$ cat src/rtl/serv_wb_arbiter_seq.sv
// serv_wb_arbiter_seq
// Registered two-master Wishbone arbiter sharing one slow memory port between
// the SERV ibus (read-only) and dbus. Grant is held for a whole transaction;
// contention is resolved round-robin against the last master served.
// Define ARB_TIMEOUT_EN to add a watchdog that terminates transactions the
// memory never acks (rdt = TIMEOUT_DATA, sticky o_timeout).
//
// state | meaning
// ------+---------------------------------------------------------
// IDLE  | no transaction; pick next master on this edge
// G_IB  | ibus owns the memory port until ack, abort or watchdog
// G_DB  | dbus owns the memory port until ack, abort or watchdog
module serv_wb_arbiter_seq #(
  parameter int            AW           = 32,
  parameter int            DW           = 32,
  parameter int            TIMEOUT      = 255,
  parameter logic [DW-1:0] TIMEOUT_DATA = DW'(32'hDEADBEEF)
) (
  input  logic            clk,
  input  logic            reset_n,
  input  logic [AW-1:0]   i_ibus_adr,
  input  logic            i_ibus_cyc,
  output logic [DW-1:0]   o_ibus_rdt,
  output logic            o_ibus_ack,
  input  logic [AW-1:0]   i_dbus_adr,
  input  logic [DW-1:0]   i_dbus_dat,
  input  logic [DW/8-1:0] i_dbus_sel,
  input  logic            i_dbus_we,
  input  logic            i_dbus_cyc,
  output logic [DW-1:0]   o_dbus_rdt,
  output logic            o_dbus_ack,
  output logic [AW-1:0]   o_mem_adr,
  output logic [DW-1:0]   o_mem_dat,
  output logic [DW/8-1:0] o_mem_sel,
  output logic            o_mem_we,
  output logic            o_mem_cyc,
  input  logic [DW-1:0]   i_mem_rdt,
  input  logic            i_mem_ack,
  output logic            o_timeout
);

  if ((TIMEOUT < 1) || (TIMEOUT > 65535)) begin : g_bad_timeout
    $error("serv_wb_arbiter_seq: TIMEOUT must be in 1..65535");
  end

  typedef enum logic [1:0] {
    IDLE = 2'd0,
    G_IB = 2'd1,
    G_DB = 2'd2
  } state_t;

  state_t        state_q, state_d;
  logic          last_db_q;   // 0: ibus served last, 1: dbus served last
  logic          grant_ib, grant_db;
  logic          gnt_ib, gnt_db;
  logic          cyc_gnt;
  logic          tmo_hit;
  logic          ack_any;
  logic          done;
  logic          abort;
  logic [DW-1:0] rdt_mux;

  assign gnt_ib  = (state_q == G_IB);
  assign gnt_db  = (state_q == G_DB);
  assign cyc_gnt = (gnt_ib & i_ibus_cyc) | (gnt_db & i_dbus_cyc);
  assign ack_any = i_mem_ack | tmo_hit;
  assign done    = cyc_gnt & ack_any;
  assign abort   = (gnt_ib | gnt_db) & ~cyc_gnt;

  // a real memory ack always wins over the watchdog
  assign rdt_mux = (tmo_hit & ~i_mem_ack) ? TIMEOUT_DATA : i_mem_rdt;

  assign o_ibus_ack = gnt_ib & i_ibus_cyc & ack_any;
  assign o_dbus_ack = gnt_db & i_dbus_cyc & ack_any;
  assign o_ibus_rdt = gnt_ib ? rdt_mux : '0;
  assign o_dbus_rdt = gnt_db ? rdt_mux : '0;

  // state register
  always_ff @(posedge clk or negedge reset_n) begin
    if (!reset_n) state_q <= IDLE;
    else          state_q <= state_d;
  end

  // next state and grant strobes; contention goes to the master not served last
  always_comb begin
    state_d  = state_q;
    grant_ib = 1'b0;
    grant_db = 1'b0;
    case (state_q)
      IDLE: begin
        if (i_dbus_cyc && (!i_ibus_cyc || !last_db_q)) begin
          state_d  = G_DB;
          grant_db = 1'b1;
        end else if (i_ibus_cyc) begin
          state_d  = G_IB;
          grant_ib = 1'b1;
        end
      end
      G_IB, G_DB: begin
        if (done || abort) state_d = IDLE;
      end
      default: state_d = IDLE;
    endcase
  end

  // round-robin history; only completed transactions count, aborts do not
  always_ff @(posedge clk or negedge reset_n) begin
    if (!reset_n)  last_db_q <= 1'b0;
    else if (done) last_db_q <= gnt_db;
  end

  // memory port registers; captured on grant and held for the transaction
  always_ff @(posedge clk or negedge reset_n) begin
    if (!reset_n) begin
      o_mem_adr <= '0;
      o_mem_dat <= '0;
      o_mem_sel <= '0;
      o_mem_we  <= 1'b0;
      o_mem_cyc <= 1'b0;
    end else if (grant_db) begin
      o_mem_adr <= i_dbus_adr;
      o_mem_dat <= i_dbus_dat;
      o_mem_sel <= i_dbus_sel;
      o_mem_we  <= i_dbus_we;
      o_mem_cyc <= 1'b1;
    end else if (grant_ib) begin
      o_mem_adr <= i_ibus_adr;
      o_mem_dat <= '0;
      o_mem_sel <= '1;
      o_mem_we  <= 1'b0;
      o_mem_cyc <= 1'b1;
    end else if (done || abort) begin
      o_mem_cyc <= 1'b0;
    end
  end

`ifdef ARB_TIMEOUT_EN
  localparam int CW = $clog2(TIMEOUT + 1);

  logic [CW-1:0] tmo_cnt_q;   // cycles left before the watchdog fires
  logic          timeout_q;

  assign tmo_hit   = (gnt_ib | gnt_db) & (tmo_cnt_q == '0);
  assign o_timeout = timeout_q;

  // watchdog down-counter, reloaded on every grant, fires at zero
  always_ff @(posedge clk or negedge reset_n) begin
    if (!reset_n) begin
      tmo_cnt_q <= '0;
    end else if (grant_ib || grant_db) begin
      tmo_cnt_q <= CW'(TIMEOUT);
    end else if ((gnt_ib || gnt_db) && !i_mem_ack && (tmo_cnt_q != '0)) begin
      tmo_cnt_q <= tmo_cnt_q - CW'(1);
    end
  end

  // sticky flag: set only when the watchdog actually ended a transaction
  always_ff @(posedge clk or negedge reset_n) begin
    if (!reset_n)                              timeout_q <= 1'b0;
    else if (tmo_hit && !i_mem_ack && cyc_gnt) timeout_q <= 1'b1;
  end
`else
  assign tmo_hit   = 1'b0;
  assign o_timeout = 1'b0;
`endif

endmodule

$ cat config.mk
export PLATFORM = sky130hd
export DESIGN_NAME = serv_wb_arbiter_seq
export DESIGN_NICKNAME = d
export VERILOG_FILES = /design/src/rtl/serv_wb_arbiter_seq.sv
export SDC_FILE = /design/constraint.sdc
export NUM_CORES = 1
export LEC_CHECK = 0
export ABC_AREA = 1
export BUFFER_PORTS_ARGS = -buffer_cell sky130_fd_sc_hd__buf_2
export CORE_AREA = 10 10 110 112
export CTS_CLUSTER_DIAMETER = 100
export DETAILED_ROUTE_END_ITERATION = 16
export DIE_AREA = 0 0 120 122
export GPL_ROUTABILITY_DRIVEN = 1
export PLACE_DENSITY = 0.83
export RECOVER_POWER = 25
export SLEW_MARGIN = 20
export SYNTH_ARGS = -nofsm -noshare
export SYNTH_HDL_FRONTEND = slang
export SYNTH_SLANG_ARGS = --single-unit
$ cat constraint.sdc
create_clock -name clk -period 3.1 [get_ports clk]
set_input_delay 0.465 -clock clk [delete_from_list [all_inputs] [get_ports clk]]
set_output_delay 0.465 -clock clk [all_outputs]
set_load 0.1 [all_outputs]
==> results of run 1 <==
-- layer usage --
layer / part of all wire [%] / track usage, % / wire length, µm / vias to the layer above
met2: 51 / 31.7 / 7060 / 190
met1: 39 / 18.7 / 5370 / 1900
met3: 9.4 / 7.08 / 1310 / 14
li1: - / - / - / 2217
met5: 0 / 0 / 0 / -
met4: 1.3 / 4.98 / 179 / 0
-- registers in the layout, indices dropped and copies added (netlist names) --
name	flops
last_db_q	1
o_mem_dat	32
state_q	2
o_mem_we	1
o_mem_adr	32
o_mem_sel	4
o_mem_cyc	1
-- kinds of logic after synthesis --
kind of cell	count (synthesis)
AND/OR/NAND/NOR	352
buffers and inverters	171
flip-flops	73
AO/OA/AOI/OAI	5
adder cells (fa/ha/maj)	3
other	1
-- final timing paths --
check                              start              to  slack (ps)  depth (start not counted)
setup / recovery              state_q[1]  o_ibus_rdt[13]         560                          6
hold / removal             i_dbus_dat[8]    o_mem_dat[8]         300                          3
setup reg to reg              state_q[0]    o_mem_sel[0]        1360                          7
hold reg to reg            o_mem_adr[15]   o_mem_adr[15]         480                          2
max in group asynchronous        reset_n      state_q[0]        1460                          1
min in group asynchronous        reset_n   o_mem_dat[30]         560                          1
-- critical path, cell delays in order (launching register included) --
cell and delay (ps):
dfrtp_1 400, inv_1 90, ha_1 330, buf_4 320, nand2_1 110, inv_1 60, buf_2 420
-- cell usage after synthesis --
cell type | n | area share [%]
buf_2 | 9 | 1.1
buf_4 | 9 | 1.7
clkbuf_1 | 11 | 1.0
conb_1 | 1 | 0.095
dfrtp_1 | 73 | 46
ha_1 | 3 | 0.95
inv_1 | 139 | 13
inv_2 | 3 | 0.28
nand2_1 | 310 | 29
nand3_1 | 38 | 4.8
nand3_2 | 1 | 0.25
nor2_1 | 3 | 0.28
o21ai_0 | 4 | 0.51
o21ai_2 | 1 | 0.22
-- area by class of cell --
| cell class | instances | area, µm² | share of cell area, % |
|---|---|---|---|
| clock inverters | 7 | 58.8 | 1.06 |
| inverters | 142 | 533 | 9.58 |
| flip-flops and latches | 73 | 1830 | 32.8 |
| clock buffers | 9 | 124 | 2.23 |
| repair buffers | 277 | 1400 | 25.1 |
| multi-input cells | 361 | 1450 | 26.1 |
| well taps | 136 | 170 | 3.06 |
-- through the flow --
step                      utilization [%]  hold slack [ps]
after floorplan                         -              169
after global placement               53.6              458
after detailed placement             53.6              460
after CTS                            55.4              266
after global routing                 55.4              282
final                                55.4              304
==> summary.md, run 1 <==
| Metric | Value |
|---|---|
| Status | `finished, violations left` |
| Failing checks | `max-capacitance violations, max-slew violations` |
| Via count of the first global-routing pass | `4,162` |
| Effective utilization at floorplan | `39.4%` |
| Core box area | `0.0100 mm²` |
| Die boundary width | `120 µm` |
| Antenna violations before repair | `0` |
| Total setup buffers inserted after CTS | `0` |
| Post_cts resized | `0` |
| Cell Count Post-Placement | `989` |
| Worst-path maximum fanout | `24` |
| TritonCTS buffer count | `9` |
| Final critical delay including setup and external delays | `2540 ps` |
| Port-buffer cells | `273` |
| Average wire per cell in the routed design | `13.8 µm` |
| Most common cell after layout, fill and taps aside | `nand2_1` |
| Max-slew violations | `74` |
| Final Cycle Share | `81.9%` |
| Total placed instance area | `0.00538 mm²` |
| Worst slew pin tran | `1760 ps` |
| Pin count of the biggest net entering global routing | `74` |
| Buffer depth of the longest clock path | `2` |
| Number of rows in the core area | `37` |
| Final HPWL from detailed placement | `11,000 µm` |
| Leftover overflow at the end of global routing | `0` |
| Via total after detailed routing | `4,321` |
| Type of origin of the critical path | `register` |
| Average instance area after synthesis | `6.54 µm²` |
| Distinct cell type count after synthesis | `14` |
| Clock tree from TritonCTS | `built` |
| Worst slew margin | `-17.5%` |
| Worst Clk Skew | `9.04 ps` |
| Setup-failing EPs final | `0` |
| Number of nets at the end of the flow | `1,005` |
| Hold Vio Cnt, Final | `0` |
| Flops & latches, synth | `73` |
| Type of the worst min-delay path | `in -> reg` |
| Gate count after technology mapping | `605` |
| Number of nets with antenna violations after routing | `0` |
| Worst Path Class, Setup | `reg -> out` |
| Total I/O pin count | `275` |
| Share of cell area taken by muxes after synthesis | `0%` |
| Global-route wire length before repair | `21,000 µm` |
| Placer Congestion | `0.857` |
| Area added between synthesis and finish | `40.5%` |
| DRC violation count after routing | `0` |
| Vertical extent of the die | `122 µm` |
| Synth Cell Area | `0.00396 mm²` |
| Die Footprint | `0.0146 mm²` |
| Depth of the CTS H-tree | `3` |
| Critical path data required time | `2630 ps` |
| Clock root cell | `clkbuf_8` |
| Count of synthesis-stage warnings from yosys | `0` |
| Post-synthesis simple-gate area fraction | `34.7%` |
| Area share of xor/xnor cells in the synthesized design | `0%` |
| Detailed-router iteration count before antenna repair | `4` |
| Sequential share of the synthesized area | `46.1%` |
| Fmax | `394 MHz` |
| Worst skew pair latency | `350 ps` |
| Minimum setup slack after placement | `948 ps` |
| Synthesized-area fraction occupied by ao, oa, aoi and oai cells | `0.727%` |
| Count of clock tree sinks | `73` |
| Post-detailed-route via-to-cell ratio | `4.30` |
| Final cell count without fillers | `1,005` |
| Total wire length after detailed routing | `13,900 µm` |
| Filler Cell Count | `998` |
| # hold bufs at CTS | `0` |
| Arrival time at the worst endpoint | `2070 ps` |
| Post-synthesis net count | `746` |
| Area share of fa/ha/maj cells after synthesis | `0.948%` |
| Post-CTS clock slew at the launch and capture registers of the worst setup and hold paths | `90 ps` |
| Setup repair after global routing missed its margin | `no` |
| Max Cap Violations | `1` |
| Ant diodes | `0` |
| Nature of the critical path endpoint | `primary output` |
| Total routing resource utilization after global routing | `17.6%` |
| Setup ws final | `561 ps` |
| Detailed router's first-iteration violation count | `212` |
| Setup TNS after final layout | `0 ps` |
| Combinational family with the most area after synthesis | `simple AND/OR/NAND/NOR gates` |
| Top library cells by usage in the layout, fill and taps aside | `nand2_1 (310), buf_2 (272), inv_1 (139)` |
| Proportion of layout cells with a drive suffix above 1 | `34.3%` |
| Fin area | `0.00556 mm²` |
Power of run 1 is left out: the tool's default activity adds up to more than one toggle a clock period on the data nets, which glitch-free logic cannot reach.
==> run 2: changes to the inputs <==
--- a/config.mk
+++ b/config.mk
@@ -7,12 +7,12 @@
 export LEC_CHECK = 0
 export ABC_AREA = 1
 export BUFFER_PORTS_ARGS = -buffer_cell sky130_fd_sc_hd__buf_2
-export CORE_AREA = 10 10 110 112
+export CORE_AREA = 10 10 114 116
 export CTS_CLUSTER_DIAMETER = 100
 export DETAILED_ROUTE_END_ITERATION = 16
-export DIE_AREA = 0 0 120 122
+export DIE_AREA = 0 0 124 126
 export GPL_ROUTABILITY_DRIVEN = 1
-export PLACE_DENSITY = 0.83
+export PLACE_DENSITY = 0.81
 export RECOVER_POWER = 25
 export SLEW_MARGIN = 20
 export SYNTH_ARGS = -nofsm -noshare
==> constraint.sdc (replaced) <==
create_clock -name clk -period 2.3 [get_ports clk]
set_input_delay 0.345 -clock clk [delete_from_list [all_inputs] [get_ports clk]]
set_output_delay 0.345 -clock clk [all_outputs]
set_load 0.1 [all_outputs]
==> run 2 against run 1 <==
Effect of this change: clock skew is 1.7 ps higher; cell area up 19%; the run now ends clean; first-iteration DRC count shrank 17%; final cell count up 0.60%.
==> summary.md, run 2 (synthesized netlist as in run 1, its figures left out) <==
| Metric | Value |
|---|---|
| Setup repair after global routing missed its margin | `no` |
| Post_cts resized | `0 (unchanged)` |
| Max Cap Violations | `0 (-1)` |
| Detailed router's first-iteration violation count | `177 (-17%)` |
| Buffer depth of the longest clock path | `2 (unchanged)` |
| Final critical delay including setup and external delays | `2140 ps` |
| Worst-path maximum fanout | `33 (+38%)` |
| Fin area | `0.00662 mm² (+19%)` |
| Port-buffer cells | `273 (unchanged)` |
| Final Cycle Share | `93.1%` |
| Placer Congestion | `0.837 (-2.3%)` |
| Die boundary width | `124 µm (+3.3%)` |
| Max-slew violations | `0 (-100%)` |
| Top Registers | `o_mem_adr x32, o_mem_dat x32, o_mem_sel x4` |
| Ant diodes | `0 (unchanged)` |
| Total routing resource utilization after global routing | `18.2% (+0.62 points)` |
| Area added between synthesis and finish | `67.1%` |
| Critical path data required time | `1960 ps (-670 ps)` |
| Antenna violations before repair | `0 (unchanged)` |
| Leftover overflow at the end of global routing | `0 (unchanged)` |
| Clock tree from TritonCTS | `built` |
| Core box area | `0.0107 mm² (+6.5%)` |
| TritonCTS buffer count | `9 (unchanged)` |
| Most common cell after layout, fill and taps aside | `nand2_1` |
| Fmax | `467 MHz` |
| Top library cells by usage in the layout, fill and taps aside | `nand2_1 (310), buf_2 (206), inv_1 (139)` |
| Arrival time at the worst endpoint | `1800 ps (-270 ps)` |
| Total I/O pin count | `275 (unchanged)` |
| Worst skew pair latency | `350 ps (about the same)` |
| Filler Cell Count | `938 (-6.0%)` |
| Setup-failing EPs final | `0 (unchanged)` |
| Worst slew margin | `37.8% (+55 points)` |
| Effective utilization at floorplan | `37.0% (-2.4 points)` |
| Worst Path Class, Setup | `reg -> out` |
| Pin count of the biggest net entering global routing | `67 (-9.5%)` |
| Launch point of the worst hold path | `i_dbus_we` |
| Cell Chain, Critical Path | `inv_1, ha_1, buf_4, nand2_1, nor2_2, buf_12` |
| FF/Latch Area | `0.00183 mm² (unchanged)` |
| Via total after detailed routing | `4,395 (+1.7%)` |
| Vertical extent of the die | `126 µm (+3.3%)` |
| Type of the worst min-delay path | `in -> reg` |
| Post-detailed-route via-to-cell ratio | `4.35 (+1.1%)` |
| Type of origin of the critical path | `register` |
| Reg-to-reg startpoint | `state_q[0]` |
| Setup TNS after final layout | `0 ps (unchanged)` |
| Number of rows in the core area | `38 (+2.7%)` |
| Total placed instance area | `0.00640 mm² (+19%)` |
| Clock root cell | `clkbuf_8` |
| Final HPWL from detailed placement | `12,200 µm (+10%)` |
| Nature of the critical path endpoint | `primary output` |
| Depth of the CTS H-tree | `3 (unchanged)` |
| Status | `complete, no violations` |
| Worst slew pin tran | `933 ps (-830 ps)` |
| Largest incremental delay on the critical path | `390 ps (-30 ps)` |
| DRC violation count after routing | `0 (unchanged)` |
| Proportion of layout cells with a drive suffix above 1 | `34.6% (+0.27 points)` |
| Post-CTS clock slew at the launch and capture registers of the worst setup and hold paths | `80 ps (about the same)` |
| Count of clock tree sinks | `73 (unchanged)` |
| Hold Vio Cnt, Final | `0 (unchanged)` |
| Die Footprint | `0.0156 mm² (+6.7%)` |
| CP Launch Point | `state_q[1]` |
| Detailed-router iteration count before antenna repair | `4 (unchanged)` |
| Number of nets at the end of the flow | `1,007 (+0.20%)` |
| Via count of the first global-routing pass | `4,406 (+5.9%)` |
| Average wire per cell in the routed design | `14.8 µm (+7.2%)` |
| Footprint of the multi-input gates | `0.00146 mm² (+0.34%)` |
| Worst Clk Skew | `10.7 ps (+1.70 ps)` |
| Number of nets with antenna violations after routing | `0 (unchanged)` |
| Total wire length after detailed routing | `15,000 µm (+7.9%)` |
| Slowest library cell on the worst path | `dfrtp_1` |
| Global-route wire length before repair | `22,800 µm (+8.5%)` |
## run 2: through the flow
| stage | instances | hold slack [ps] | utilization (%) | setup slack, ps |
|---|---|---|---|---|
| floorplan | 605 | 49.4 | - | 225 |
| global placement | 994 | 336 | 59.8 | 580 |
| detailed placement | 994 | 336 | 59.8 | 522 |
| CTS | 1011 | 158 | 61.9 | 134 |
| global route | 1011 | 157 | 61.8 | 18.1 |
| finish | 1011 | 179 | 61.8 | 160 |
## run 2: cell type report
cell class,count,share of cell area (%)
Timing Repair Buffer,279,36.5
Sequential cell,73,27.6
Multi-Input combinational cell,361,22.0
Inverter,142,8.06
Tap cell,140,2.65
Clock buffer,10,2.08
Clock inverter,6,1.02
## run 2: path summary, 6_finish.rpt
check,cells past startpoint,slack (ps),end
worst max-delay path,6,160,o_ibus_ack
worst min-delay path,3,180,o_mem_we
worst max register to register,7,540,o_mem_sel[3]
worst min register to register,2,480,o_mem_adr[12]
max in group asynchronous,3,900,o_mem_adr[10]
min in group asynchronous,2,680,o_mem_dat[6]
## run 2: repair_timing
action                                 in CTS  in global routing
hold buffers                                1                  0
buffers inserted                            0                  0
setup endpoints to repair                   0                  0
endpoints found under the hold margin      35                  0
## run 2: critical path, delay by kind of cell (launching register included)
kind          cells  cell delay (ps)
flops             1              390
fa+ha+maj         1              150
simple gates      2              300
buf+inv           3              600
## run 2: layer usage
metal,routed length [µm],global-route usage (%),part of all wire [%]
met5,0,0,0
met4,335,6.50,2.2
met3,1710,7.28,11
met2,7460,32.2,50
met1,5510,18.9,37
Power of run 2 is left out for the same reason.
==> run 3: changes to the inputs <==
--- a/config.mk
+++ b/config.mk
@@ -7,12 +7,12 @@
 export LEC_CHECK = 0
 export ABC_AREA = 1
 export BUFFER_PORTS_ARGS = -buffer_cell sky130_fd_sc_hd__buf_2
-export CORE_AREA = 10 10 114 116
+export CORE_AREA = 10 10 105 107
 export CTS_CLUSTER_DIAMETER = 100
 export DETAILED_ROUTE_END_ITERATION = 16
-export DIE_AREA = 0 0 124 126
+export DIE_AREA = 0 0 115 117
 export GPL_ROUTABILITY_DRIVEN = 1
-export PLACE_DENSITY = 0.81
+export PLACE_DENSITY = 0.9
 export RECOVER_POWER = 25
 export SLEW_MARGIN = 20
 export SYNTH_ARGS = -nofsm -noshare
==> constraint.sdc (replaced) <==
create_clock -name clk -period 2.6 [get_ports clk]
set_input_delay 0.39 -clock clk [delete_from_list [all_inputs] [get_ports clk]]
set_output_delay 0.39 -clock clk [all_outputs]
set_load 0.1 [all_outputs]
==> run 3 against run 2 <==
Effect of this change: the flow now finishes with violations (max-capacitance violations, max-slew violations); final cell count fell by 2.9%; worst hold slack improved by 53 ps; global-route usage rose by 0.83 points; cell area fell by 14%; count of clock-buffer cells in the layout fell by 1; via count rose by 0.32%; core utilization rose by 1.5 points; worst setup slack improved by 150 ps.
==> summary.md, run 3 (synthesized netlist as in run 1, its figures left out) <==
| Metric | Value |
|---|---|
| Average wire per cell in the routed design | `13.9 µm (-6.6%)` |
| Total wire length after detailed routing | `13,600 µm (-9.3%)` |
| Core box area | `0.00902 mm² (-16%)` |
| Worst slew margin | `-16.6% (-54 points)` |
| Worst-path maximum fanout | `32 (-3.0%)` |
| Port-buffer cells | `273 (unchanged)` |
| Buffer depth of the longest clock path | `2 (unchanged)` |
| Failing checks | `max-capacitance violations, max-slew violations` |
| Final critical delay including setup and external delays | `2290 ps` |
| Count of clock tree sinks | `73 (unchanged)` |
| Critical path data required time | `2210 ps (+250 ps)` |
| Ant diodes | `0 (unchanged)` |
| Leftover overflow at the end of global routing | `0 (unchanged)` |
| Number of nets at the end of the flow | `1,007 (unchanged)` |
| Global-route wire length before repair | `20,800 µm (-8.7%)` |
| Utilization of the core after routing | `63.3% (+1.5 points)` |
| Detailed-router iteration count before antenna repair | `4 (unchanged)` |
| Status | `finished, violations left` |
| Final HPWL from detailed placement | `11,000 µm (-9.2%)` |
| Via count of the first global-routing pass | `4,395 (-0.25%)` |
| Hold Vio Cnt, Final | `0 (unchanged)` |
| Number of nets with antenna violations after routing | `0 (unchanged)` |
| Final Cycle Share | `87.9%` |
| Proportion of layout cells with a drive suffix above 1 | `34.4% (-0.11 points)` |
| Total setup buffers inserted after CTS | `0 (unchanged)` |
| Total routing resource utilization after global routing | `19.1% (+0.83 points)` |
| Top library cells by usage in the layout, fill and taps aside | `nand2_1 (310), buf_2 (262), inv_1 (139)` |
| Max Cap Violations | `1 (+1)` |
| Antenna violations before repair | `0 (unchanged)` |
| Detailed router's first-iteration violation count | `227 (+28%)` |
| Filler Cell Count | `809 (-14%)` |
| DRC violation count after routing | `0 (unchanged)` |
| Placer Congestion | `0.896 (+7.0%)` |
| Most common cell after layout, fill and taps aside | `nand2_1` |
| Post-detailed-route via-to-cell ratio | `4.49 (+3.3%)` |
| Via total after detailed routing | `4,409 (+0.32%)` |
| Vertical extent of the die | `117 µm (-7.1%)` |
| Setup repair after global routing missed its margin | `no` |
| # hold bufs at CTS | `0 (-1)` |
| Effective utilization at floorplan | `43.9% (+6.9 points)` |
| TritonCTS buffer count | `9 (unchanged)` |
| Nature of the critical path endpoint | `primary output` |
| Pin count of the biggest net entering global routing | `74 (+10%)` |
| Top Registers | `o_mem_adr x32, o_mem_dat x32, o_mem_sel x4` |
| Type of origin of the critical path | `register` |
| Worst slew pin tran | `1750 ps (+816 ps)` |
| Setup-failing EPs final | `0 (unchanged)` |
| Die boundary width | `115 µm (-7.3%)` |
| Number of rows in the core area | `35 (-7.9%)` |
| Setup TNS after final layout | `0 ps (unchanged)` |
| Type of the worst min-delay path | `in -> reg` |
| Max-slew violations | `74 (+74)` |
| Post_cts resized | `0 (unchanged)` |
| Total I/O pin count | `275 (unchanged)` |
| Clock root cell | `clkbuf_8` |
| Clock tree from TritonCTS | `built` |
| Arrival time at the worst endpoint | `1900 ps (+100 ps)` |
| Worst Path Class, Setup | `reg -> out` |
| Worst skew pair latency | `340 ps (about the same)` |
| Worst Clk Skew | `14.9 ps (+4.20 ps)` |
| Post-CTS clock slew at the launch and capture registers of the worst setup and hold paths | `90 ps (about the same)` |
| Fmax | `438 MHz` |
| Area added between synthesis and finish | `44.2%` |
| Die Footprint | `0.0135 mm² (-14%)` |
| Depth of the CTS H-tree | `3 (unchanged)` |
-- run 3: path summary, 6_finish.rpt --
check / from / endpoint / slack (ps) / depth (start not counted)
max: state_q[0] / o_dbus_rdt[13] / 310 / 6
min: i_dbus_dat[7] / o_mem_dat[7] / 230 / 3
max reg2reg: state_q[1] / o_mem_sel[2] / 810 / 7
min reg2reg: o_mem_dat[31] / o_mem_dat[31] / 480 / 2
max in group asynchronous: reset_n / o_mem_adr[18] / 960 / 2
min in group asynchronous: reset_n / o_mem_dat[8] / 580 / 2
-- run 3: through the flow --
step	instance area [µm²]	setup slack [ps]	hold WS, ps	instances
floorplan	3960	71.6	94.4	605
global placement	5530	733	457	966
detailed placement	5530	677	459	966
CTS	5710	300	218	982
global route	5710	186	219	982
finish	5710	314	232	982
-- run 3: metal layers --
| metal | global-route usage, % | up-vias | wire [µm] |
|---|---|---|---|
| met5 | 0 | - | 0 |
| met4 | 7.84 | 0 | 428 |
| met3 | 6.73 | 35 | 1390 |
| met2 | 36.1 | 196 | 7030 |
| met1 | 18.2 | 1958 | 4770 |
| li1 | - | 2220 | - |
-- run 3: final cells by class --
cell class | count | area (µm²) | area share (%)
tap | 111 | 139 | 2.43
inverter | 142 | 533 | 9.33
sequential | 73 | 1830 | 32.0
clock inverter | 7 | 61.3 | 1.07
clock buffer | 9 | 124 | 2.17
timing repair buffer | 279 | 1570 | 27.6
multi-input combinational | 361 | 1450 | 25.4
-- run 3: critical path, cell delays in order, from the launching register on --
cell	delay, ps
dfrtp_1	400
inv_1	90
ha_1	190
buf_4	300
nand2_1	90
inv_1	60
buf_2	420
Power of run 3 is left out for the same reason.
